$ cat src/rtl/player_input_conditioner.sv
// -----------------------------------------------------------------------------
// player_input_conditioner
//
// Conditions one player's seven raw push-buttons for the game core:
//   2-flop synchronizer -> per-bit counter debounce -> optional conflict mask
//   -> registered level / rising-edge outputs, plus a rate-limited attack
//   strobe driven by an IDLE/FIRE/COOLDOWN state machine.
//
// Parameters
//   DB_CYCLES  debounce length in clk cycles (2 .. 2^20-1)
//   CD_CYCLES  attack cooldown length in clk cycles (2 .. 2^25-1)
//
// Ports
//   clk            in   system clock, single domain
//   reset          in   asynchronous active-high reset (released synchronously
//                       at its source)
//   enable         in   gameplay enable; low forces all outputs to 0 and the
//                       attack FSM to IDLE while debouncing keeps tracking
//   raw_btn[6:0]   in   raw buttons: [0] center [1] left [2] right [3] up
//                       [4] down [5] attack [6] shield
//   btn_level[6:0] out  debounced (and optionally masked) levels
//   btn_rise[6:0]  out  one-cycle pulse on each 0->1 transition of btn_level
//   attack_fire    out  one-cycle attack strobe
//   cooldown_busy  out  high while the attack cooldown runs
//
// Build option
//   PLAYER_LR_CONFLICT_MASK_EN : when defined, left+right held together both
//   read as 0, and likewise up+down. Rising edges are taken after masking.
// -----------------------------------------------------------------------------
module player_input_conditioner #(
    parameter int DB_CYCLES = 1_000_000,
    parameter int CD_CYCLES = 25_000_000
) (
    input  logic       clk,
    input  logic       reset,
    input  logic       enable,
    input  logic [6:0] raw_btn,
    output logic [6:0] btn_level,
    output logic [6:0] btn_rise,
    output logic       attack_fire,
    output logic       cooldown_busy
);

    // The counter value on which the stable level flips: the next increment
    // would make it DB_CYCLES-1, so the update happens instead of that step.
    localparam logic [19:0] DB_THR  = 20'(DB_CYCLES - 2);
    localparam logic [24:0] CD_LAST = 25'(CD_CYCLES - 1);

    typedef enum logic [1:0] {
        ST_IDLE     = 2'b00,
        ST_FIRE     = 2'b01,
        ST_COOLDOWN = 2'b10
    } attack_state_t;

    logic [6:0]    r_sync1;
    logic [6:0]    r_sync2;
    logic [6:0]    r_stable;
    logic [19:0]   r_db_cnt [7];
    logic [6:0]    r_track;
    logic [6:0]    r_level;
    logic [6:0]    r_rise;
    attack_state_t r_state;
    logic [24:0]   r_cd_cnt;
    logic          r_attack_fire;
    logic          r_cooldown_busy;
    logic [6:0]    w_masked;

    // Suppress opposing direction pairs when the conflict mask is built in.
    function automatic logic [6:0] conflict_mask(input logic [6:0] lvl);
        logic [6:0] m;
        m = lvl;
`ifdef PLAYER_LR_CONFLICT_MASK_EN
        if (lvl[1] && lvl[2]) begin
            m[2:1] = 2'b00;
        end else begin
            m[2:1] = lvl[2:1];
        end
        if (lvl[3] && lvl[4]) begin
            m[4:3] = 2'b00;
        end else begin
            m[4:3] = lvl[4:3];
        end
`endif
        return m;
    endfunction

    // Two-flop synchronizer on every raw button bit.
    always_ff @(posedge clk or posedge reset) begin
        if (reset) begin
            r_sync1 <= 7'h00;
            r_sync2 <= 7'h00;
        end else begin
            r_sync1 <= raw_btn;
            r_sync2 <= r_sync1;
        end
    end

    // Per-bit debounce: count while the input disagrees with the stable level,
    // flip the level at the threshold; any return to the stable level restarts.
    always_ff @(posedge clk or posedge reset) begin
        if (reset) begin
            r_stable <= 7'h00;
            for (int i = 0; i < 7; i++) begin
                r_db_cnt[i] <= 20'd0;
            end
        end else begin
            for (int i = 0; i < 7; i++) begin
                if (r_sync2[i] == r_stable[i]) begin
                    r_db_cnt[i] <= 20'd0;
                end else if (r_db_cnt[i] >= DB_THR) begin
                    r_stable[i] <= r_sync2[i];
                    r_db_cnt[i] <= 20'd0;
                end else begin
                    r_db_cnt[i] <= r_db_cnt[i] + 20'd1;
                end
            end
        end
    end

    // Mask is applied before edge detection so a masked pair never pulses.
    always_comb begin
        w_masked = conflict_mask(r_stable);
    end

    // Output level and rise registers. r_track follows the masked level even
    // while disabled, so resuming with a button already held gives no pulse.
    always_ff @(posedge clk or posedge reset) begin
        if (reset) begin
            r_track <= 7'h00;
            r_level <= 7'h00;
            r_rise  <= 7'h00;
        end else begin
            r_track <= w_masked;
            if (enable) begin
                r_level <= w_masked;
                r_rise  <= w_masked & ~r_track;
            end else begin
                r_level <= 7'h00;
                r_rise  <= 7'h00;
            end
        end
    end

    // Attack FSM: a registered attack rise fires one strobe, then the cooldown
    // counter runs 0..CD_CYCLES-1 with rises ignored (never queued).
    always_ff @(posedge clk or posedge reset) begin
        if (reset) begin
            r_state         <= ST_IDLE;
            r_cd_cnt        <= 25'd0;
            r_attack_fire   <= 1'b0;
            r_cooldown_busy <= 1'b0;
        end else if (!enable) begin
            r_state         <= ST_IDLE;
            r_cd_cnt        <= 25'd0;
            r_attack_fire   <= 1'b0;
            r_cooldown_busy <= 1'b0;
        end else begin
            case (r_state)
                ST_IDLE: begin
                    r_cd_cnt        <= 25'd0;
                    r_cooldown_busy <= 1'b0;
                    if (r_rise[5]) begin
                        r_state       <= ST_FIRE;
                        r_attack_fire <= 1'b1;
                    end else begin
                        r_state       <= ST_IDLE;
                        r_attack_fire <= 1'b0;
                    end
                end
                ST_FIRE: begin
                    r_state         <= ST_COOLDOWN;
                    r_cd_cnt        <= 25'd0;
                    r_attack_fire   <= 1'b0;
                    r_cooldown_busy <= 1'b1;
                end
                ST_COOLDOWN: begin
                    r_attack_fire <= 1'b0;
                    if (r_cd_cnt == CD_LAST) begin
                        r_state         <= ST_IDLE;
                        r_cd_cnt        <= 25'd0;
                        r_cooldown_busy <= 1'b0;
                    end else begin
                        r_state         <= ST_COOLDOWN;
                        r_cd_cnt        <= r_cd_cnt + 25'd1;
                        r_cooldown_busy <= 1'b1;
                    end
                end
                default: begin
                    r_state         <= ST_IDLE;
                    r_cd_cnt        <= 25'd0;
                    r_attack_fire   <= 1'b0;
                    r_cooldown_busy <= 1'b0;
                end
            endcase
        end
    end

    assign btn_level     = r_level;
    assign btn_rise      = r_rise;
    assign attack_fire   = r_attack_fire;
    assign cooldown_busy = r_cooldown_busy;

endmodule
$ cat config.mk
export PLATFORM = sky130hd
export DESIGN_NAME = player_input_conditioner
export DESIGN_NICKNAME = d
export VERILOG_FILES = /design/src/rtl/player_input_conditioner.sv
export SDC_FILE = /design/constraint.sdc
export NUM_CORES = 1
export LEC_CHECK = 0
export ABC_AREA = 1
export CAP_MARGIN = 20
export CORE_UTILIZATION = 54
export DETAILED_ROUTE_END_ITERATION = 8
export PLACE_DENSITY_LB_ADDON = 0.15
export SYNTH_ARGS = -nofsm -noshare
export SYNTH_HDL_FRONTEND = slang
export SYNTH_SLANG_ARGS = --single-unit
$ cat constraint.sdc
create_clock -name clk -period 16.5 [get_ports clk]
set_input_delay 3.3 -clock clk [delete_from_list [all_inputs] [get_ports clk]]
set_output_delay 3.3 -clock clk [all_outputs]
set_load 0.05 [all_outputs]
# Word level (Yosys, flattened, before mapping)
# Index checks and enable logic that the tools add are counted.
# word_totals
latchBits	0
register_bits	211
memories	0
ram_bits	0
romBits	0
out_inout_bits	16
wordCells	94
# classes
mux	29
mul	0
reduce_logical	8
n_addsub	8
eq_ne	10
shift	0
div	0
magnitude_cmp	7
bitwise	9
# ops
op	n
20-bit 2-to-1 mux	14
20-bit by 1-bit adder with 20-bit output, second input constant	7
20-bit >= comparator, second input constant	7
25-bit 2-to-1 mux	3
25-bit by 1-bit adder with 25-bit output, second input constant	1
25-bit equality test, second input constant	1
7-bit 2-to-1 mux	2
2-bit AND reduction	7
7-bit AND	1
1-bit equality test	7
1-bit NOT	7
7-bit NOT	1
1-bit 2-to-1 mux	6
2-bit one-hot mux with 3 select lines	1
2-bit 2-to-1 mux	2
2-bit by 1-bit equality test with 1-bit output, second input constant	1
2-bit equality test, second input constant	1
2-bit logical NOT	1
1-bit one-hot mux with 2 select lines	1

# Longest topological paths before layout
# Gate-level depths: netlist of run 1.
# logic_depth
depth_word	4
ltp_mapped	10
depth_no_buf	10

# Worst setup path after synthesis of run 1
# No wires, ideal clock.
# synth_path
kind	flip-flop to output port
from	reg, netlist name r_state[0]
to	out attack_fire
path_slack_ns	12.567
path_buffers	0
path_stages_with_launch	1
t_arrival_ns	0.633
path_cell_list	dfrtp_1
# synth_lines
item	line_no	source
end: declaration	40	output logic attack_fire,

==> impl_results.md, run 1 <==
- Layout cell share with drive strength beyond 1: ~6.6%
- Vias per cell: 5.000
- Worst Path Required: approximately 13 ns
- Final core occ: approximately three fifths
- Run status: complete, no violations
- Die Span Y: between 100 and 150 um
- Die W: between 100 and 150 um
- Cell-internal power: 0.0008407 W
- Crit path cell chain: clkdlybuf4s50_1
- DR iter-0 viols: ~460
- DR vias: 8275
- Critical path's top delay family: buffers and inverters
- DP HPWL: approximately 14000 um
- CTS Buf Count: 24
- Clock skew: ~0.0056 ns
- Crit path launch type: register
- Crit path buf inv count: 1
- Initial antenna violation count: 0
- Synth Warn #: 0
- Total GRT Usage: 20.81%
- Pwr Density: roughly 90 mW/mm^2
- Place WS: about 11 ns
- VDD IR-drop max: about 82 uV
- Worst-path clk slew: around 0.06 ns
- Final setup fails: 0
- Sw Share: 20.73%
- DRC: 0
- Diode count: 0
- Initial Utilization: 55.27%
- CTS tree: done
- Sequential-to-total area share from yosys stat: approximately half
- Routed Antenna Nets: 0
- Crit path arrival time: roughly 1.7 ns
- Crit end category: primary output
- Ports: 26
- Port Buffer Count: 25
- Average cell area after synthesis: roughly 8 sq um
- DRT Pass-1 Iters: 5
- Synth Net Count: roughly 1.4k
- Routability cong.: approximately 0.85
- Worst Setup Path Type: reg2out
- Nets: roughly 1.4k
- Clock share of power: approximately 48%
- Core ar.: 0.01953 sq mm
- Psw: roughly 0.00022 W
- Root Buffer: clkbuf_16
- Final worst slack: ~12 ns
- Drt wl/cell: between 10 and 15 um
- Register bit count reported by yosys: 210
- Post-CTS Hold Fix Bufs: 0
- Largest net degree at the start of global routing: around 140
- Pleak: around 5.2 nW
- Site Rows: 51
- Max stage delay on crit path: around 0.8 ns
- Combinational Power Share: about 2.7%
- Hold Vio Cnt, Final: 0
- Final WL: 19850 um
- Worst path slowest cell: clkdlybuf4s50_1
- Worst min path class: reg2reg
- Clock sink count: 210
- Synthesized area: between 0.01 and 0.015 sq mm
- CTS HTree Levels: 1
- Slew headroom: 37.27%
- Cells after synthesis: around 1.3k
- Max frequency: around 200 MHz
- CP Max Fanout: 4
- Flop pwr share: 49.7%
- GRT overflow: 0
- Die ar.: between 0.02 and 0.025 sq mm
- Setup TNS: 0 ns
- Max clock buf depth: 3
- Max_cap viols: 0
- Post-route minimum period: between 4 and 5 ns
- Post-synth cell types: 34
- Unrepaired setup endpoints after global routing: no
- Gates resized, CTS repair: 0
- Area delta synth->final: 11.33%
- First-pass GRT wire length: roughly 35000 um
- Hold Worst Slack: 0.3446 ns
- Max Transition Viols Final: 0
- Setup bufs post-CTS: 0
- Worst-Margin Slew: roughly 0.94 ns
- Later-pin clock latency in the skew report: approximately 0.51 ns
- Vias in the first global route: 7962
- Post-route clock period utilization: 30.27%
==> sequential cells by signal (all words and copies together), names as in the netlist <==
signal,count
r_db_cnt,140
r_cd_cnt,25
btn_level,7
btn_rise,7
r_stable,7
r_sync1,7
r_sync2,7
r_track,7
r_state,2
cooldown_busy,1
==> layout by cell type (no fill, tap or decap), drive strengths merged <==
| cell type | n |
|---|---|
| a21oi | 19 |
| and2 | 2 |
| and3 | 1 |
| buf | 1 |
| bufinv | 1 |
| clkbuf | 35 |
| clkdlybuf4s50 | 25 |
| clkinv | 6 |
| dfrtp | 210 |
| ha | 18 |
| inv | 125 |
| nand2 | 299 |
| nand3 | 88 |
| nand3b | 1 |
| nand4 | 36 |
| nor2 | 342 |
| nor3 | 36 |
| nor3b | 1 |
| o21ai | 19 |
| o21bai | 9 |
| o31ai | 2 |
| or2 | 1 |
| xnor2 | 27 |
| xor2 | 86 |
==> layout make-up <==
type | instances | area (sq um)
fillers | 1796 | 7512
flip-flops and latches | 210 | 5255
multi-input cells | 987 | 4922
clock buffers | 35 | 713.2
inverters | 127 | 484.2
well taps | 265 | 331.6
repair buffers | 26 | 257.7
clock inverters | 5 | 50.05
==> cells in the mapped netlist, drive strengths merged <==
master / instances / area [sq um]
nor2: 342 / 1339
clkinv: 2 / 7.510
nor3: 36 / 222.7
nand3: 88 / 450.4
buf: 19 / 133.9
ha: 18 / 225.2
clkbuf: 1 / 3.750
xnor2: 27 / 236.5
nand2: 299 / 1125
dfrtp: 210 / 5255
o31ai: 2 / 15.01
and2: 2 / 12.51
a21oi: 19 / 121.4
inv: 125 / 469.2
and3: 1 / 6.260
o21bai: 9 / 67.56
nor3b: 1 / 7.510
or2: 1 / 6.260
nand3b: 1 / 7.510
nand4: 36 / 231.5
o21ai: 19 / 95.09
xor2: 86 / 753.2
==> final timing paths <==
path	endpoint	start	slack [ns]	cells past startpoint
min in group asynchronous	r_db_cnt[104]	reset	3.38	2
max in group asynchronous	r_cd_cnt[0]	reset	11.61	3
min	r_sync2[0]	r_sync1[0]	0.34	0
max	attack_fire	r_state[0]	11.51	1
min reg2reg	r_sync2[0]	r_sync1[0]	0.34	0
max reg2reg	r_db_cnt[42]	r_db_cnt[40]	14.56	7
==> layer usage <==
layer	global-route usage (%)	wire, um	vias to the layer above	share of wire [%]
met4	5.935	514	0	2.6
met5	0	0	-	0
met2	35.54	9293	103	47
li1	-	-	4278	-
met1	27.74	9454	3864	48
met3	2.799	586	30	3.0
==> power by group through the flow <==
stage | Clock, W | Combinational [W] | Sequential [W]
detailed placement | 0 | 0.0000298 | 0.000536
floorplan | 0 | 0.0000229 | 0.000535
finish | 0.000505 | 0.0000284 | 0.000527
global placement | 0 | 0.0000295 | 0.000536
CTS | 0.000521 | 0.0000299 | 0.000527
global route | 0.000539 | 0.0000336 | 0.000528
==> cell families after synthesis <==
family                   count (synthesis)  share of synthesized area [%]
XOR/XNOR                               113                          9.171
flip-flops                             210                          48.70
AO/OA/AOI/OAI                           49                          2.771
AND/OR/NAND/NOR                        807                          31.58
buffers and inverters                  147                          5.693
adder cells (fa/ha/maj)                 18                          2.087
==> metrics by stage <==
step / std cells / total power, W / area (sq um)
after floorplan: 1344 / 0.0005577 / 10790
after global placement: 1615 / 0.0005654 / 11250
after detailed placement: 1615 / 0.0005660 / 11250
after CTS: 1655 / 0.001078 / 12010
after global routing: 1655 / 0.001100 / 12010
final: 1655 / 0.001061 / 12010
Power figures use the tool's default switching activity.
==> run 2: changes to the inputs <==
clock period = 4.86 ns   (was 16.5 ns; I/O delays follow)
==> run 2 against run 1 <==
Setup slack worse by 9.4 ns. Non-clock buffer count rose by 1. Hold slack improved by 0.0029 ns. Utilization grew 0.76 points. Via count is 0.52% lower. Total power increased to 3.6 times the previous value. Clock skew grew 0.0044 ns. Sequential power rose to 3.4 times the previous value. First-iteration DRC count shrank 3.9%. Design area up 1.2%. Largest power group is now the clock network.
==> impl_results.md, run 2 (synthesized netlist as in run 1, its figures left out) <==
- Crit end category: primary output
- Unrepaired setup endpoints after global routing: no
- Routed Antenna Nets: 0 (unchanged)
- Max stage delay on crit path: 0.82 ns (about the same)
- WHS Path Cells: 0 (unchanged)
- Inst Count DP: 1616 (+0.062%)
- Worst-Margin Slew: 0.8087 ns (-0.1323 ns)
- DR vias: 8232 (-0.52%)
- Max reg flops: 140 (unchanged)
- Storage cell area: 0.005255 sq mm (unchanged)
- CTS Buf Count: 24 (unchanged)
- Core ar.: 0.01953 sq mm (unchanged)
- GRT overflow: 0 (unchanged)
- Post-route clock period utilization: 55.88%
- Layout cell share with drive strength beyond 1: 7.312% (+0.69 points)
- Crit path buf inv count: 1 (unchanged)
- Crit path arrival time: 1.74 ns (+0.04 ns)
- Vias in the first global route: 7925 (-0.46%)
- Initial Utilization: 55.27% (unchanged)
- Clock sink count: 210 (unchanged)
- Register-to-Register Path Depth: 6 (-1)
- Area delta synth->final: 12.71%
- Largest net degree at the start of global routing: 108 (-23%)
- Worst path slowest cell: clkdlybuf4s50_1
- Pleak: 5.268 nW (+1.1%)
- CTS HTree Levels: 1 (unchanged)
- Critical path's top delay family: buffers and inverters
- Vias per cell: 4.959 (-0.82%)
- Filler cells: 1735 (-3.4%)
- Top Registers: r_db_cnt x140, r_cd_cnt x25
- Worst Path Required: 3.89 ns (-9.31 ns)
- FF-to-FF End: r_db_cnt[75]
- Hold Path End: r_sync2[4]
- DRT Pass-1 Iters: 5 (unchanged)
- Worst min path class: reg2reg
- Die ar.: 0.02055 sq mm (unchanged)
- Root Buffer: clkbuf_16
- Port Buffer Count: 25 (unchanged)
- Clock skew: 0.01004 ns (+0.004449 ns)
- Footprint of the multi-input gates: 0.004922 sq mm (unchanged)
- Crit path cell chain: clkdlybuf4s50_1
- Worst Setup Path Type: reg2out
- DR iter-0 viols: 443 (-3.9%)
- Final WL: 19860 um (about the same)
- Drt wl/cell: 11.96 um (-0.27%)
- Pwr Density: 316.0 mW/mm^2 (+260%)
- Final core occ: 62.29% (+0.76 points)
- Nets: 1405 (+0.071%)
- Flop-to-flop setup slack: 2.86 ns (-11.70 ns)
- Slew headroom: 45.94% (+8.7 points)
- Site Rows: 51 (unchanged)
- Crit path launch type: register
- CP Max Fanout: 4 (unchanged)
- Commonest cells after routing, fill and taps aside: nor2_1 (322), nand2_1 (298), dfrtp_1 (210)
- Setup TNS: 0 ns (unchanged)
- Max Transition Viols Final: 0 (unchanged)
- Diode count: 0 (unchanged)
- Die Span Y: 143.4 um (unchanged)
- Total GRT Usage: 20.68% (-0.14 points)
- Hold wc startpoint: r_sync1[4]
- Die W: 143.4 um (unchanged)
- CTS tree: done
- Routability cong.: 0.8370 (-2.1%)
- Ports: 26 (unchanged)
- Final setup fails: 0 (unchanged)
- Post-Layout Cell Count: 1660 (+0.30%)
- Final worst slack: 2.144 ns (-9.361 ns)
- Gates resized, CTS repair: 0 (unchanged)
- Final Cell Area: 0.01216 sq mm (+1.2%)
- Initial antenna violation count: 0 (unchanged)
- DP HPWL: 13710 um (-0.70%)
- Max clock buf depth: 3 (unchanged)
- First-pass GRT wire length: 34840 um (-0.90%)
- Post-route minimum period: ~2.7 ns
- Worst-path clk slew: 0.06 ns (about the same)
- Post-CTS Hold Fix Bufs: 0 (unchanged)
- Commonest non-fill, non-tap cell in the layout: nor2_1
- DRC: 0 (unchanged)
- Later-pin clock latency in the skew report: 0.51 ns (about the same)
- DP Area: 0.01128 sq mm (+0.26%)
- Reg2reg start: r_db_cnt[60]
- Hold Vio Cnt, Final: 0 (unchanged)
- Reg with most FFs: r_db_cnt
- Max_cap viols: 0 (unchanged)
- Setup bufs post-CTS: 0 (unchanged)
- Run status: complete, no violations
- Max frequency: 368.2 MHz
- Place WS: 1.888 ns (-9.093 ns)
- VDD IR-drop max: 343.1 uV (+320%)
run 2: cell types whose count changed in the layout (fill, tap and decap cells not counted):
cell,delta
clkbuf_1,-5
clkinvlp_4,+4
bufinv_16,+3
buf_12,+2
clkinv_4,+2
buf_4,-1
inv_6,+1
inv_8,-1
run 2: per-stage QoR:
stage	power [W]	hold slack, ns
floorplan	0.001894	0.3312
global placement	0.001921	0.3334
detailed placement	0.001925	0.3347
CTS	0.003897	0.3488
global route	0.003985	0.3532
finish	0.003844	0.3475
run 2: cell type report:
cell class | count | area share [%]
clock buffer | 30 | 5.709
inverter | 127 | 3.950
clock inverter | 14 | 1.553
multi-input combinational | 987 | 40.47
tap | 265 | 2.726
sequential | 210 | 43.21
timing repair buffer | 27 | 2.387
run 2: per-layer routing:
metal / GRT usage (%) / routed length (um)
met4: 5.095 / 284
met2: 35.31 / 9346
met1: 27.66 / 9573
met5: 0 / 0
met3: 3.066 / 651
run 2: power breakdown:
group	total [W]	leakage [nW]	internal [W]	switching [W]
Combinational	0.000101	1.95	0.0000295	0.0000713
Sequential	0.00179	2.88	0.00177	0.0000189
Clock	0.00196	0.429	0.00123	0.000727
run 2: how the worst max path moves through the flow:
stage	start	endpoint	slack (ns)	cells after the start
after floorplan	reset	btn_level[0]	1.16	1
after CTS	r_state[0]	attack_fire	2.12	1
after detailed placement	enable	r_cd_cnt[15]	1.89	3
after global routing	r_state[0]	attack_fire	2.08	1
after global placement	enable	r_cd_cnt[24]	1.99	3
final	r_state[0]	attack_fire	2.14	1
